### config.mk
export PLATFORM = sky130hd
export DESIGN_NAME = ll_frame_tx
export DESIGN_NICKNAME = d
export VERILOG_FILES = /design/src/rtl/ll_pkg.sv /design/src/rtl/ll_out_stage.sv /design/src/rtl/ll_frame_tx.sv
export SDC_FILE = /design/constraint.sdc
export NUM_CORES = 1
export LEC_CHECK = 0
export ABC_CLOCK_PERIOD_IN_PS = 5300
export BUFFER_PORTS_ARGS = -buffer_cell sky130_fd_sc_hd__buf_2
export CORE_UTILIZATION = 57
export DETAILED_ROUTE_END_ITERATION = 16
export GPL_ROUTABILITY_DRIVEN = 0
export MAX_ROUTING_LAYER = met4
export PLACE_DENSITY_LB_ADDON = 0.3
export SYNTH_ARGS = -nofsm -noshare
export SYNTH_HDL_FRONTEND = slang
export SYNTH_SLANG_ARGS = --single-unit
### constraint.sdc
create_clock -name CPMDMALLCLK -period 5.3 [get_ports CPMDMALLCLK]
set_clock_uncertainty 0.05 [all_clocks]
set_input_delay 0.265 -clock CPMDMALLCLK [delete_from_list [all_inputs] [get_ports CPMDMALLCLK]]
set_output_delay 0.265 -clock CPMDMALLCLK [all_outputs]
set_load 0.01 [all_outputs]
### src/rtl/ll_pkg.sv
// Shared definitions for the LocalLink frame transmitter.
// Contents:
//    state_t     - frame sequencer states
//    HEAD_WORDS  - number of header beats per frame
//    HDR_FLAG    - header index carrying the command flag word
//    HDR_LEN     - header index carrying the byte length
//    REM_*       - LocalLink remainder codes for the final payload beat
//    len_to_rem  - maps len[1:0] to the remainder code of the last payload beat
package ll_pkg;

   typedef enum logic [1:0] {
      IDLE    = 2'd0,
      HEAD    = 2'd1,
      PAYLOAD = 2'd2,
      FOOT    = 2'd3
   } state_t;

   localparam int HEAD_WORDS = 8;
   localparam int HDR_FLAG   = 4;
   localparam int HDR_LEN    = 5;

   localparam logic [3:0] REM_4B = 4'b0000;
   localparam logic [3:0] REM_3B = 4'b0001;
   localparam logic [3:0] REM_2B = 4'b0011;
   localparam logic [3:0] REM_1B = 4'b0111;

   // A length that is a multiple of 4 fills the last word completely.
   function automatic logic [3:0] len_to_rem(input logic [1:0] len_lsb);
      logic [3:0] r;
      case (len_lsb)
         2'b00:   r = REM_4B;
         2'b11:   r = REM_3B;
         2'b10:   r = REM_2B;
         default: r = REM_1B;
      endcase
      return r;
   endfunction

endpackage

### src/rtl/ll_out_stage.sv
// One-entry LocalLink output register.
// Holds one beat (data, remainder, active-low delimiters, active-low source
// ready). A new beat (or a bubble) is loaded whenever the register is empty
// or its current beat transfers; while the destination stalls, every output
// holds.
// Ports:
//    clk, rst        clock, asynchronous active-high reset
//    in_vld          a beat is offered for loading this cycle
//    in_data/in_rem  beat payload and remainder
//    in_sof..in_eop  delimiters for the offered beat (active-high)
//    can_load        the register takes in_* on the next rising edge
//    dst_rdy_n       LocalLink destination ready (active-low)
//    data..src_rdy_n registered LocalLink outputs
module ll_out_stage #(
   parameter int DATA_W = 32,
   parameter int REM_W  = 4
) (
   input  logic              clk,
   input  logic              rst,
   input  logic              in_vld,
   input  logic [DATA_W-1:0] in_data,
   input  logic [REM_W-1:0]  in_rem,
   input  logic              in_sof,
   input  logic              in_eof,
   input  logic              in_sop,
   input  logic              in_eop,
   output logic              can_load,
   input  logic              dst_rdy_n,
   output logic [DATA_W-1:0] data,
   output logic [REM_W-1:0]  rem,
   output logic              sof_n,
   output logic              eof_n,
   output logic              sop_n,
   output logic              eop_n,
   output logic              src_rdy_n
);

   // Empty, or the held beat leaves on this edge.
   assign can_load = src_rdy_n | ~dst_rdy_n;

   always_ff @(posedge clk or posedge rst) begin
      if (rst) begin
         data      <= '0;
         rem       <= '0;
         sof_n     <= 1'b1;
         eof_n     <= 1'b1;
         sop_n     <= 1'b1;
         eop_n     <= 1'b1;
         src_rdy_n <= 1'b1;
      end else if (can_load) begin
         // Bubbles keep the last data but never carry a delimiter.
         src_rdy_n <= ~in_vld;
         sof_n     <= ~(in_vld & in_sof);
         eof_n     <= ~(in_vld & in_eof);
         sop_n     <= ~(in_vld & in_sop);
         eop_n     <= ~(in_vld & in_eop);
         if (in_vld) begin
            data <= in_data;
            rem  <= in_rem;
         end
      end
   end

endmodule

### src/rtl/ll_frame_tx.sv
// LocalLink TX frame source.
// Accepts a command (flag word, byte length), then emits one frame:
// 8 header words (SOF on word 0, flag on word 4, length on word 5),
// ceil(len/4) payload words (SOP on the first, EOP+REM on the last) and
// FOOTER_WORDS footer words (EOF on the last).
// Ports:
//    CPMDMALLCLK        clock
//    DMALLRSTENGINEACK  asynchronous active-high reset
//    cmd_*              command handshake, flag and byte length
//    pl_*               32-bit big-endian payload stream handshake
//    DMALLTX*           LocalLink source outputs (delimiters active-low)
//    LLDMATXDSTRDYN     LocalLink destination ready (active-low)
//    busy               frame in progress (accept through EOF transfer)
//    done               pulse after the EOF beat transfers
//    err_len0           pulse when a zero-length command is dropped
module ll_frame_tx
   import ll_pkg::*;
#(
   parameter int FOOTER_WORDS = 1
) (
   input  logic        CPMDMALLCLK,
   input  logic        DMALLRSTENGINEACK,
   input  logic        cmd_valid,
   output logic        cmd_ready,
   input  logic [31:0] cmd_flag,
   input  logic [31:0] cmd_len,
   input  logic [31:0] pl_data,
   input  logic        pl_valid,
   output logic        pl_ready,
   output logic [31:0] DMALLTXD,
   output logic [3:0]  DMALLTXREM,
   output logic        DMALLTXSOFN,
   output logic        DMALLTXEOFN,
   output logic        DMALLTXSOPN,
   output logic        DMALLTXEOPN,
   output logic        DMALLTXSRCRDYN,
   input  logic        LLDMATXDSTRDYN,
   output logic        busy,
   output logic        done,
   output logic        err_len0
);

   localparam logic [2:0] HEAD_LAST = 3'(HEAD_WORDS - 1);
   localparam logic [3:0] FOOT_LAST = 4'(FOOTER_WORDS - 1);

   state_t      state, state_nxt;
   logic [2:0]  hcnt, hcnt_nxt;
   logic [29:0] words_left, words_left_nxt;
   logic [3:0]  fcnt, fcnt_nxt;
   logic        foot_loaded, foot_loaded_nxt;
   logic        first, first_nxt;
   logic [31:0] flag_q, flag_nxt;
   logic [31:0] len_q, len_nxt;
   logic        armed;
   logic        done_nxt, err_nxt;

   logic        can_load;
   logic        ld_vld;
   logic [31:0] ld_data;
   logic [3:0]  ld_rem;
   logic        ld_sof, ld_eof, ld_sop, ld_eop;
   logic        eof_xfer;

   assign eof_xfer = ~DMALLTXSRCRDYN & ~LLDMATXDSTRDYN & ~DMALLTXEOFN;
   assign busy     = (state != IDLE);

   // Sequencer state
   always_ff @(posedge CPMDMALLCLK or posedge DMALLRSTENGINEACK) begin
      if (DMALLRSTENGINEACK) begin
         state       <= IDLE;
         hcnt        <= '0;
         words_left  <= '0;
         fcnt        <= '0;
         foot_loaded <= 1'b0;
         first       <= 1'b0;
         flag_q      <= '0;
         len_q       <= '0;
         armed       <= 1'b0;
         done        <= 1'b0;
         err_len0    <= 1'b0;
      end else begin
         state       <= state_nxt;
         hcnt        <= hcnt_nxt;
         words_left  <= words_left_nxt;
         fcnt        <= fcnt_nxt;
         foot_loaded <= foot_loaded_nxt;
         first       <= first_nxt;
         flag_q      <= flag_nxt;
         len_q       <= len_nxt;
         armed       <= 1'b1;
         done        <= done_nxt;
         err_len0    <= err_nxt;
      end
   end

   // Next-state and beat generation
   always_comb begin
      state_nxt       = state;
      hcnt_nxt        = hcnt;
      words_left_nxt  = words_left;
      fcnt_nxt        = fcnt;
      foot_loaded_nxt = foot_loaded;
      first_nxt       = first;
      flag_nxt        = flag_q;
      len_nxt         = len_q;
      done_nxt        = 1'b0;
      err_nxt         = 1'b0;
      cmd_ready       = 1'b0;
      pl_ready        = 1'b0;
      ld_vld          = 1'b0;
      ld_data         = '0;
      ld_rem          = REM_4B;
      ld_sof          = 1'b0;
      ld_eof          = 1'b0;
      ld_sop          = 1'b0;
      ld_eop          = 1'b0;

      case (state)
         IDLE: begin
            cmd_ready = armed & can_load;
            if (cmd_valid && cmd_ready) begin
               if (cmd_len == 32'd0) begin
                  err_nxt = 1'b1;
               end else begin
                  // Header word 0 is loaded on the accept edge so it is
                  // on the bus in the very next cycle.
                  flag_nxt       = cmd_flag;
                  len_nxt        = cmd_len;
                  words_left_nxt = cmd_len[31:2] + 30'(|cmd_len[1:0]);
                  first_nxt      = 1'b1;
                  ld_vld         = 1'b1;
                  ld_sof         = 1'b1;
                  hcnt_nxt       = 3'd1;
                  state_nxt      = HEAD;
               end
            end
         end

         HEAD: begin
            if (can_load) begin
               ld_vld = 1'b1;
               if (hcnt == 3'(HDR_FLAG))
                  ld_data = flag_q;
               else if (hcnt == 3'(HDR_LEN))
                  ld_data = len_q;
               hcnt_nxt = hcnt + 3'd1;
               if (hcnt == HEAD_LAST)
                  state_nxt = PAYLOAD;
            end
         end

         PAYLOAD: begin
            pl_ready = can_load;
            if (can_load && pl_valid) begin
               ld_vld         = 1'b1;
               ld_data        = pl_data;
               ld_sop         = first;
               first_nxt      = 1'b0;
               words_left_nxt = words_left - 30'd1;
               if (words_left == 30'd1) begin
                  ld_eop          = 1'b1;
                  ld_rem          = len_to_rem(len_q[1:0]);
                  fcnt_nxt        = '0;
                  foot_loaded_nxt = 1'b0;
                  state_nxt       = FOOT;
               end
            end
         end

         FOOT: begin
            // After the EOF word is loaded, only bubbles follow until it
            // leaves; its transfer ends the frame.
            if (!foot_loaded && can_load) begin
               ld_vld = 1'b1;
               if (fcnt == FOOT_LAST) begin
                  ld_eof          = 1'b1;
                  foot_loaded_nxt = 1'b1;
               end else begin
                  fcnt_nxt = fcnt + 4'd1;
               end
            end
            if (eof_xfer) begin
               done_nxt        = 1'b1;
               foot_loaded_nxt = 1'b0;
               state_nxt       = IDLE;
            end
         end

         default: state_nxt = IDLE;
      endcase
   end

   // Output register stage
   ll_out_stage #(
      .DATA_W (32),
      .REM_W  (4)
   ) u_out (
      .clk       (CPMDMALLCLK),
      .rst       (DMALLRSTENGINEACK),
      .in_vld    (ld_vld),
      .in_data   (ld_data),
      .in_rem    (ld_rem),
      .in_sof    (ld_sof),
      .in_eof    (ld_eof),
      .in_sop    (ld_sop),
      .in_eop    (ld_eop),
      .can_load  (can_load),
      .dst_rdy_n (LLDMATXDSTRDYN),
      .data      (DMALLTXD),
      .rem       (DMALLTXREM),
      .sof_n     (DMALLTXSOFN),
      .eof_n     (DMALLTXEOFN),
      .sop_n     (DMALLTXSOPN),
      .eop_n     (DMALLTXEOPN),
      .src_rdy_n (DMALLTXSRCRDYN)
   );

endmodule

After elaboration in Yosys (flattened, before gate mapping)
Cells that the tools add are included.

$add $sub $neg: 4. $mul: 0. Divide/modulo/power cells: 0. Magnitude comparators: 0. Equality and inequality tests: 20. Shift operators: 0. Mux-type cells: 61. Bitwise gates (word level): 17. Reduce and logical (&&, ||, !) cells: 20.

Operator list (count): 2-to-1 mux 32 bit (3); 2-to-1 mux 30 bit (3); case mux 32 bit (2 select lines) (1); case mux 30 bit (2 select lines) (1); logical NOT 32 bit (1); adder 30 x 1 -> 30 bit (1); == test 30 x 1 -> 1 bit, second input constant (1); subtractor 30 x 1 -> 30 bit, second input constant (1); 2-to-1 mux 1 bit (29); 2-to-1 mux 3 bit (6); inequality test 2 bit, second input constant (9); 2-to-1 mux 4 bit (4); 2-to-1 mux 2 bit (7); AND reduction 5 bit (2); == test 3 bit, second input constant (3); inverter 1 bit (9); case mux 3 bit (3 select lines) (1); == test 2 bit, second input constant (4); case mux 2 bit (4 select lines) (1); case mux 4 bit (2 select lines) (1); AND reduction 4 bit (2); nonzero test 2 bit (4); AND 1 bit (7); AND reduction 7 bit (1); other kinds (15) (20).

Bits in registers: 149. Latch bits: 0. Memory bits (writable): 0. ROM bits: 0. Input port bits: 101. Output and inout bits: 46. Logic and storage cells: 140. Memories kept: 0.

Logic depth before layout (Yosys ltp)
Depth in word-level cells: 8. Mapped depth: 10. Gate-level depth less buffers: 9.

Cells and area by module
A second synthesis with hierarchy kept.

Cells, all modules: 987. Area total of the unflattened synthesis: 8628.3 um2.

By module, submodules not included: ll_frame_tx (times used 1, cells an instance 894, area an instance 6971.7 um2, seq. area each 2702.6 um2); ll_out_stage (times used 1, cells an instance 93, area an instance 1656.6 um2, seq. area each 1032.2 um2).

Worst setup path after synthesis
OpenSTA, ideal clock, no wires.

Kind: flip-flop to flip-flop. Start: reg words_left[16]. End: reg state[1]. Library setup time: 0.128 ns. Arrival: 2.016 ns. Data required time: 5.122 ns. Slack: 3.107 ns. Stages on the path, launching flop included: 7. Buffers on the path: 0. Clock period less this slack: 2.193 ns. Cell sequence: dfrtp_1 -> nor4_4 -> nand4b_2 -> nor4_4 -> nor2_2 -> nor3_2 -> mux2_1.

Word-level cells in the longest chain between the ends: 3.

RTL lines: start: declaration (RTL line ll_frame_tx.sv:48) `logic [29:0] words_left, words_left_nxt;`; start signal: assignment (RTL line ll_frame_tx.sv:84) `words_left <= words_left_nxt;`; == test 30 x 1 -> 1 bit (RTL line ll_frame_tx.sv:160) `if (words_left == 30'd1) begin`; inequality test 2 bit (no line); AND reduction 7 bit (no line); end signal: assignment (RTL line ll_frame_tx.sv:82) `state <= state_nxt;`; end: declaration (RTL line ll_frame_tx.sv:46) `state_t state, state_nxt;`.

No other way between the ends. A chain may end at the register's enable or synchronous reset.

Worst setup path after layout
Start: reg state[0]. End: reg u_out.rem[2].

Word-level cells in the longest chain between the ends: 3. Elaborated cells between the ends (all ways): 7. Those cells by class: 3 x eq/ne; 2 x mux; 2 x reduce/logical.

RTL lines: == test 2 bit (tied with other cells) (RTL line ll_frame_tx.sv:118) `case (state)`; case mux 1 bit (4 select lines) (RTL line ll_frame_tx.sv:118); AND reduction 2 bit (no line); end signal: assignment (RTL line ll_out_stage.sv:59) `rem <= in_rem;`; end: declaration (RTL line ll_out_stage.sv:30) `output logic [REM_W-1:0] rem,`.

Several ways; a longest one is shown, not always the timed one.

==> results.md <==
CTS:
- Clock latency on the worst-skew pair, taken at its later pin, is 0.42 ns.
- Clock-pin slew was measured on the worst setup and hold paths at 0.06 ns.
- The number of H-tree levels is 4.
- TritonCTS built the clock tree.
- Clock tree synthesis selected as its root buffer the cell clkbuf_16.
- The post-CTS resize count is 0.
- The longest clock path from root to sink contains 2 buffers.
- The number of buffers added by the clock tree synthesis step is 17.
- The clock net in this run drives a total of ~150 sinks.

Floorplan:
- The die extent in x is 121.4 um.
- In this run the vertical extent of the chip is 121.4 um.
- The number of primary I/O pins is approximately 150.
- The area of the core region is 0.01388 mm^2.
- The initial cell density of the core is 0.5858.
- In this run the core area contains 43 standard-cell rows.
- The area enclosed by the die boundary is 0.01475 mm^2.

Power and ir drop:
- In this run the static leakage power is 4.145 nW.
- The maximum vdd drop is between 0.2 and 0.3 mV.
- The power per cell area is approximately 550 mW/mm^2.

Global route:
- The all-layer global routing usage is 0.3123.
- The number of antenna violations at the first check in global routing came to 2.
- The first-pass GRT wire length is around 34000 um.
- The remaining global-route overflow is 0.
- The maximum number of pins on one net before global-route repair is 93.
- The number of global-route vias before repair came to 6947.

Synth:
- The number of distinct standard cells referenced by the synthesized netlist is between 60 and 70.
- After synthesis the netlist holds a flip-flop and latch count of between 100 and 150.
- Ranked by total cell area, the synthesized netlist is headed by dfrtp_1 (44%), mux2_2 (8.3%), o21ai_0 (6.1%).
- The share of synthesized area occupied by flip-flops and latches is 0.4562.
- The top cell type's share of synthesized area is 0.4401.
- The Yosys step of the flow raised 0 warnings.
- The largest area contributor in the synthesized netlist is dfrtp_1.
- After synthesis, the share of flip-flops with an asynchronous set or reset is 1.000.
- In this run the mean area of a mapped cell was roughly 9.4 um^2.
- The synthesized design contains 0 enable-type register cells.
- For this run, the leading register cell type out of synthesis is dfrtp_1.
- The commonest cells after synthesis are dfrtp_1 (143), o21ai_0 (99), nand2_1 (85).
- The gate count of the mapped netlist is 864.
- The number of nets produced by synthesis is 981.
- dfrtp_1 is the most common cell in the netlist.
- The netlist area before placement is ~0.0081 mm^2.

Worst setup path:
- The type of origin of the critical path is a register.
- In this run the critical register-to-register path is launched from state[0].
- The endpoint kind of the worst setup timing path is a register.
- The critical path data required time is ~5.6 ns.
- Setup slack on the worst reg-to-reg path comes out at about 2.1 ns.
- Counting cells, the worst reg-to-reg path comes to 9.
- Along the worst path, the maximum fanout reaches 72.
- The worst setup path is of the reg2reg kind.
- In this run the critical register-to-register path is captured at u_out.rem[2].
- The worst endpoint data arrival time is roughly 3.5 ns.

Worst hold path:
- The path with the worst hold slack has its endpoint at flag_q[11].
- The worst hold path begins at cmd_flag[11].
- The min-delay analysis places its worst path in the category in2reg.
- The worst hold path cell count is 2.

Timing:
- The smallest clock period supported by the final layout is computed as 3.194 ns.
- Of the available clock period, the critical path in the final layout requires 0.6027.
- For this run, the top clock speed supported by timing is 313.1 MHz.
- Measured against its own limit, the worst slew margin works out to 0.2295.
- The number of max-slew violations in the final report is 0.
- The count of endpoints failing hold in the final timing report is 0.
- The post-route setup TNS is 0 ns.
- Setup repair after global routing left no endpoint under its margin.
- The final-layout worst hold slack is 0.01529 ns.
- Setup violations remaining at the end of the flow were counted as 0.
- At the pin with the least slew margin, the transition time is 1.156 ns.

Detailed routing:
- The iteration count of the initial detailed-routing pass is 7.
- The violation count after the first detailed-routing iteration is 615.
- The detail route stage leaves a number of antenna-violating nets equal to 0.
- The detailed router placed 7049 vias in this run.
- The remaining routing DRC violations is 0.
- In the final routed layout, each cell accounts on average for 17.74 um.
- Using the TritonRoute via totals, the vias-per-cell ratio works out to around 6.0.
- Summed over all layers, the routed wires come to 20850 um.

Outcome:
- The run finished with clean final reports.

Final layout:
- After the flow finishes, the layout carries non-filler instances totaling 1175.
- Of the cells placed in the final design, the portion with a size suffix greater than 1 is 0.2709.
- The post-layout net count is 1098.
- The synthesis-to-finish area growth is 17.29%.
- The filler cells instantiated in the layout total 1077.

Job:
- The tool flagged a number of max-cap violations equal to 0.

Placement:
- During placement, the flow inserted port buffers numbering ~150.
- The number of cells after detailed placement is around 1100.
- The detailed placement HPWL is 14270 um.
==> worst max-delay path by stage <==
stage                       from  cells after the start            to  slack, ns
2_1_floorplan  DMALLRSTENGINEACK                      1         armed       1.01
3_5_place_dp            state[0]                      9  u_out.rem[2]       2.22
6_report                state[0]                      9  u_out.rem[2]       2.11
4_1_cts                 state[0]                      9  u_out.rem[2]       2.12
3_3_place_gp            state[0]                      9  u_out.rem[2]       2.29
5_1_grt                 state[0]                      9  u_out.rem[2]       1.84
==> report_power, final <==
part / internal, mW / total, mW / switching, mW
logic: 0.764 / 1.94 / 1.18
registers: 1.61 / 1.99 / 0.384
clock network: 0.785 / 1.27 / 0.482
==> placed cells by master (no fill, tap or decap), types with 7 or more instances in the layout <==
cell       instances
buf_2            145
dfrtp_1          143
o21ai_0           99
nand2_1           85
mux2_2            60
inv_1             53
nand3_1           52
a21oi_1           44
a22oi_1           34
nor2_1            27
nor3_1            21
clkbuf_16         17
nor4_1            15
ha_1              15
xor2_1            14
xnor2_1           12
o22ai_1           11
nand4_1           10
buf_4              8
and3_1             7
and4_1             7
==> repair_timing <==
action,4_1_cts,5_1_grt
hold buffers,1,0
buffers inserted,0,0
endpoints found under the hold margin,10,0
==> sequential cells by signal (all words and copies together), names as in the netlist, 2 cells and up <==
name and cells:
hcnt 3, u_out.data 32, len_q 32, flag_q 32, words_left 30, state 2
u_out.rem 3, fcnt 4
==> routing by layer <==
layer  part of all wire  vias up  track usage  wire length (um)
li1                   -     3344            -                 -
met1               0.43     3408       0.3937              8937
met2               0.49      267       0.5039             10240
met3              0.061       30      0.06062              1275
met4              0.019        0       0.1073               397
met5                  0        -            -                 0
==> kinds of logic (layout without fill, tap and decap cells) <==
kind of cell,Yosys count,after routing,share of synthesized area
fa+ha+maj,16,16,0.02462
other cells,2,4,0.0009236
flops,148,148,0.4562
compound gates,232,232,0.1734
simple gates,265,265,0.1736
buf+inv,111,240,0.05508
mux,64,64,0.08817
xor+xnor,26,26,0.02800
==> through the flow <==
stage	util	instance area (um^2)	total power [mW]	setup WS (ns)
floorplan	-	8132	3.395	1.014
global placement	0.6420	8911	3.841	2.294
detailed placement	0.6420	8911	3.911	2.223
CTS	0.6868	9533	5.207	2.122
global route	0.6871	9538	5.557	1.842
finish	0.6871	9538	5.204	2.106
==> layout make-up <==
| cell class | count | area (um^2) | area share |
|---|---|---|---|
| Inverter | 55 | 211.5 | 0.02217 |
| Multi-Input combinational cell | 605 | 3979 | 0.4172 |
| Timing Repair Buffer | 154 | 795.8 | 0.08343 |
| Clock inverter | 13 | 182.7 | 0.01915 |
| Sequential cell | 148 | 3710 | 0.3890 |
| Clock buffer | 18 | 429.2 | 0.04500 |
| Tap cell | 180 | 225.2 | 0.02361 |
| Antenna cell | 2 | 5.005 | 0.0005247 |
==> worst max-delay path: stages (launching register included) <==
cell	delay (ns)
dfrtp_1	0.41
inv_1	0.10
ha_2	0.62
inv_1	0.47
nor2_1	0.24
nand2_1	0.11
a22oi_2	0.12
buf_4	0.54
nor2b_1	0.14
a31o_2	0.24
Note: power is estimated with default switching activity, not from simulation.
